## src/rtl/rf_access_arbiter.sv

```systemverilog
// Shares the register-file write port and rs2 read port between the core and a debug requester.
// Debug writes use idle write-port cycles; reads and starved writes stall the core for one cycle.
module rf_access_arbiter #(
    parameter int DATA_W   = 32,
    parameter int ADDR_W   = 5,
    parameter int MAX_WAIT = 4
) (
    input  logic              clk,
    input  logic              reset,
    input  logic              core_reg_write,
    input  logic [ADDR_W-1:0] core_rd_sel,
    input  logic [DATA_W-1:0] core_wb_data,
    input  logic [ADDR_W-1:0] core_rs2_sel,
    output logic              core_stall,
    input  logic              dbg_req,
    input  logic              dbg_we,
    input  logic [ADDR_W-1:0] dbg_addr,
    input  logic [DATA_W-1:0] dbg_wdata,
    output logic              dbg_gnt,
    output logic              dbg_rvalid,
    output logic [DATA_W-1:0] dbg_rdata,
    output logic              rf_reg_write,
    output logic [ADDR_W-1:0] rf_rd_sel,
    output logic [DATA_W-1:0] rf_wb_data,
    output logic [ADDR_W-1:0] rf_rs2_sel,
    input  logic [DATA_W-1:0] rf_rs2_data
);

    localparam int CW = $clog2(MAX_WAIT + 1);
    localparam logic [CW-1:0] WAIT_LAST = CW'(MAX_WAIT - 1);
    localparam logic [CW-1:0] WAIT_SAT  = CW'(MAX_WAIT);

    typedef enum logic [1:0] {
        IDLE  = 2'd0,
        PEND  = 2'd1,
        STALL = 2'd2,
        RESP  = 2'd3
    } state_t;

    state_t            state_q, state_d;
    logic [CW-1:0]     wait_cnt_q, wait_cnt_d;
    logic              lat_we_q, lat_we_d;
    logic [ADDR_W-1:0] lat_addr_q, lat_addr_d;
    logic [DATA_W-1:0] lat_wdata_q, lat_wdata_d;
    logic [DATA_W-1:0] dbg_rdata_q, dbg_rdata_d;

    logic dbg_wr_port;

    // Gating with reset keeps the grant quiet while the block is held in reset.
    assign dbg_gnt    = reset && (state_q == IDLE) && dbg_req;
    assign core_stall = (state_q == STALL);
    assign dbg_rvalid = (state_q == RESP);
    assign dbg_rdata  = dbg_rdata_q;

    assign dbg_wr_port = lat_we_q &&
        ((state_q == STALL) || ((state_q == PEND) && !core_reg_write));

    always_comb begin
        rf_reg_write = core_reg_write;
        rf_rd_sel    = core_rd_sel;
        rf_wb_data   = core_wb_data;
        rf_rs2_sel   = core_rs2_sel;
        if (dbg_wr_port) begin
            rf_reg_write = (lat_addr_q != '0);
            rf_rd_sel    = lat_addr_q;
            rf_wb_data   = lat_wdata_q;
        end else if (state_q == STALL) begin
            rf_reg_write = 1'b0;
            rf_rs2_sel   = lat_addr_q;
        end
    end

    always_comb begin
        state_d     = state_q;
        wait_cnt_d  = wait_cnt_q;
        lat_we_d    = lat_we_q;
        lat_addr_d  = lat_addr_q;
        lat_wdata_d = lat_wdata_q;
        dbg_rdata_d = dbg_rdata_q;
        unique case (state_q)
            IDLE: begin
                if (dbg_req) begin
                    lat_we_d    = dbg_we;
                    lat_addr_d  = dbg_addr;
                    lat_wdata_d = dbg_wdata;
                    wait_cnt_d  = '0;
                    state_d     = PEND;
                end
            end
            PEND: begin
                if (!lat_we_q) begin
                    state_d = STALL;
                end else if (!core_reg_write) begin
                    dbg_rdata_d = lat_wdata_q;
                    state_d     = RESP;
                end else begin
                    if (wait_cnt_q != WAIT_SAT)
                        wait_cnt_d = wait_cnt_q + 1'b1;
                    if (wait_cnt_q == WAIT_LAST)
                        state_d = STALL;
                end
            end
            STALL: begin
                dbg_rdata_d = lat_we_q ? lat_wdata_q : rf_rs2_data;
                state_d     = RESP;
            end
            RESP: begin
                state_d = IDLE;
            end
            default: state_d = IDLE;
        endcase
    end

    always_ff @(posedge clk or negedge reset) begin
        if (!reset) begin
            state_q     <= IDLE;
            wait_cnt_q  <= '0;
            lat_we_q    <= 1'b0;
            lat_addr_q  <= '0;
            lat_wdata_q <= '0;
            dbg_rdata_q <= '0;
        end else begin
            state_q     <= state_d;
            wait_cnt_q  <= wait_cnt_d;
            lat_we_q    <= lat_we_d;
            lat_addr_q  <= lat_addr_d;
            lat_wdata_q <= lat_wdata_d;
            dbg_rdata_q <= dbg_rdata_d;
        end
    end

endmodule

```

## config.mk

```make
export PLATFORM = sky130hd
export DESIGN_NAME = rf_access_arbiter
export DESIGN_NICKNAME = d
export VERILOG_FILES = /design/src/rtl/rf_access_arbiter.sv
export SDC_FILE = /design/constraint.sdc
export NUM_CORES = 1
export LEC_CHECK = 0
export BUFFER_PORTS_ARGS = -buffer_cell sky130_fd_sc_hd__clkbuf_2
export CORE_ASPECT_RATIO = 0.9
export CORE_UTILIZATION = 35
export CTS_BUF_LIST = sky130_fd_sc_hd__clkbuf_8
export DETAILED_ROUTE_END_ITERATION = 10
export RECOVER_POWER = 100
export REMOVE_ABC_BUFFERS = 1
export SLEW_MARGIN = 30
export SYNTH_ARGS = -nofsm -noshare
export SYNTH_HDL_FRONTEND = slang
export SYNTH_SLANG_ARGS = --single-unit
export TNS_END_PERCENT = 30
```

## constraint.sdc

```tcl
create_clock -name clk -period 4.8 [get_ports clk]
set_input_delay 0.72 -clock clk [delete_from_list [all_inputs] [get_ports clk]]
set_output_delay 0.72 -clock clk [all_outputs]
set_load 0.05 [all_outputs]
```

==> implementation parameters <==
Parameter                              Value

Yosys
  Library cell with the largest summed area after synthesis    sky130_fd_sc_hd__dfrtp_1
  Mean area per synthesized cell    about 15 um^2
  Leading post-synthesis cells by cell area    sky130_fd_sc_hd__dfrtp_1 44%, sky130_fd_sc_hd__mux2_4 24%, sky130_fd_sc_hd__mux2_2 20%, sky130_fd_sc_hd__ha_1 2.6%, sky130_fd_sc_hd__buf_6 2.1%
  Post-synth EDFFs    0
  Most instantiated flip-flop cell in the synthesis netlist    sky130_fd_sc_hd__dfrtp_1
  Share of synthesized area occupied by flip-flops and latches    0.440
  Synthesized instance count    278
  Warnings from Yosys    0
  #FFs+latches synth    75
  Netlist area before placement    around 4300 um^2
  Distinct cells, synth    27
  Proportion of synthesized flip-flops having asynchronous set or reset    1.00
  Fraction of post-synthesis cell area in the top cell type by area    0.440

Clocking
  # hold bufs at CTS    0
  Count of clock tree sinks    75
  CTS-repair resized insts    0
  H-tree levels    3
  TritonCTS clock tree    done
  Clock root buffer    sky130_fd_sc_hd__clkbuf_8
  Deepest clock path buffer count    2
  Clock input transition at the sequential cells of the worst setup and hold paths    around 0.07 ns
  CTS buffer count    9
  Setup Buffers After CTS    0
  Clock latency on the worst-skew pair    0.34 ns

Cells and area
  Layout overhead on the synthesized area    24.9%
  Final #Nets    slightly below 600
  Most common cell after layout, fill and taps aside    sky130_fd_sc_hd__clkbuf_2
  Fraction of layout instances using a drive strength above 1    0.545
  Antenna diode count    0
  Most frequent cells in the layout    118 x sky130_fd_sc_hd__clkbuf_2, 78 x sky130_fd_sc_hd__clkbuf_1, 75 x sky130_fd_sc_hd__mux2_2, 75 x sky130_fd_sc_hd__dfrtp_1, 45 x sky130_fd_sc_hd__mux2_4

STA
  Setup repair after global routing missed its margin    false
  Setup-violating endpoint count in the final report    0
  Hold Violations, Final    0
  Number of max-slew violations in the final report    75
  Final cycle utilization of the critical path    0.855
  Highest clock frequency the design can meet    around 240 MHz
  Final setup skew    0.00947 ns
  Final critical path time including I/O delays and setup    slightly above 4 ns
  Final critical-path setup slack    slightly below 0.7 ns
  Slew at the pin with the worst max-slew slack    between 1.5 and 2 ns
  Summed negative setup slack over all endpoints    0 ns
  Worst slew margin relative to its limit    -0.246

Place
  Routability congestion estimate from global placement    0.693
  HPWL Detailed    6860 um
  Setup WS pre-CTS    around 1.4 ns
  Input/output buffers    193

Floorplanning
  Die height    ~110 um
  Starting Density    0.366
  Standard-cell rows    37
  Core box area    about 12000 um^2
  Number of primary I/O pins    194
  X dimension of the die    between 100 and 150 um
  Area of the die    around 13000 um^2

GRT
  GRT Residual Overflow    0
  All-Layer GR Usage    0.153
  Number of antenna violations at the first check in global routing    0
  Vias in the first global route    3000
  Wire length of the first global-routing pass    approximately 15000 um
  Pin count of the biggest net entering global routing    44

Critical path
  Kind of capture point of the worst setup path    primary output
  Crit path largest cell delay    between 0.7 and 0.8 ns
  CP max stage cell    sky130_fd_sc_hd__clkbuf_2
  Crit path launch type    flip-flop
  Data arrival time of the worst path    3.38 ns
  Chain of cells forming the critical path    inv_1 -> ha_1 -> nor2b_4 -> o21ai_4 -> clkbuf_2 -> mux2_4 -> clkbuf_1
  Data required time at the worst endpoint    around 4.1 ns
  Largest fanout on the critical path    22
  Worst setup path category    reg2out

Detailed routing
  Vias per cell    4.61
  Remaining routing DRC violations    0
  Number of vias in the routed layout    between 2000 and 3000
  Average detailed-routed wire length per instance    15.0 um
  Initial DRC count    50
  DR pass1 iterations    4
  Count of nets left with antenna violations after detail routing    0
  Total wirelength of the detailed-routed design    about 9500 um

Power
  Reported leakage power    about 2.6 nW
  Peak supply drop    just under 300 uV
  PwrDens    approximately 850 nW/um^2

Run status
  Outcome    finished with violations
  Violated checks    max-capacitance violations, max-slew violations

Flow run
  Max-cap violations    2

Hold path
  Hold Crit Class    reg2reg
[layer usage]
layer  GRT usage  share of wire
met4      0.0440          0.011
met3      0.0495          0.067
met5           0              0
met1       0.182           0.44
met2       0.265           0.48
[sequential cells by signal, indices dropped and copies added (netlist names)]
name and cells:
dbg_rdata 32, lat_addr_q 5, lat_wdata_q 32, lat_we_q 1
state_q 2, wait_cnt_q 3
[cells by family (layout without fill, tap and decap cells)]
| kind of cell | count (synthesis) | count (layout) | synth area share |
|---|---|---|---|
| adder cells (fa/ha/maj) | 9 | 9 | 0.0264 |
| AND/OR/NAND/NOR | 16 | 16 | 0.0223 |
| multiplexers | 148 | 148 | 0.451 |
| buffers and inverters | 23 | 220 | 0.0408 |
| AO/OA/AOI/OAI | 7 | 7 | 0.0199 |
| flip-flops | 75 | 75 | 0.440 |
[cells in the mapped netlist (all sizes together) (2+ instances only)]
master	instances
a221oi	2
buf	14
dfrtp	75
ha	9
inv	8
mux2	145
mux2i	3
nand2	5
nand2b	4
nor2	2
[final cells by class]
| type | instances | area [um^2] |
|---|---|---|
| Fill cell | 1161 | 6340 |
| Multi-Input combinational cell | 180 | 2130 |
| Sequential cell | 75 | 1880 |
| Timing Repair Buffer | 198 | 898 |
| Tap cell | 156 | 195 |
| Clock buffer | 12 | 165 |
| Clock inverter | 2 | 35.0 |
| Inverter | 8 | 30.0 |
[worst paths after layout]
kind                                from               to  slack [ns]  cells after the start
max                           state_q[1]     rf_rd_sel[3]        0.70                      7
min                        dbg_rdata[24]    dbg_rdata[24]        0.51                      1
max reg2reg                   state_q[0]    dbg_rdata[24]        1.47                      6
min reg2reg                dbg_rdata[24]    dbg_rdata[24]        0.51                      1
max in group asynchronous          reset  lat_wdata_q[11]        2.02                      2
min in group asynchronous          reset       state_q[0]        0.88                      1
[critical path, delay by kind of cell, from the launching register on]
| kind | cells | cell delay (ns) |
|---|---|---|
| AOI/OAI and AO/OA | 1 | 0.55 |
| adders and majority gates | 1 | 0.30 |
| buffers and inverters | 3 | 1.31 |
| DFF | 1 | 0.39 |
| muxes | 1 | 0.29 |
| and+or+nand+nor | 1 | 0.18 |
[power breakdown]
group	leakage (nW)	internal, mW	switching (mW)	total [mW]
sequential	0.894	0.967	0.217	1.18
combinational	1.56	1.12	1.75	2.87
clock	0.104	0.277	0.224	0.501
[stage by stage]
| step | instances | util | total power, mW | hold slack [ns] | cell area (um^2) |
|---|---|---|---|---|---|
| floorplan | 263 | - | 3.71 | 0.424 | 4120 |
| global placement | 617 | 0.457 | 4.26 | 0.490 | 5340 |
| detailed placement | 617 | 0.458 | 4.30 | 0.493 | 5340 |
| CTS | 631 | 0.475 | 4.82 | 0.321 | 5540 |
| global route | 631 | 0.457 | 4.82 | 0.527 | 5330 |
| finish | 631 | 0.457 | 4.55 | 0.506 | 5330 |
Power figures use the tool's default switching activity.
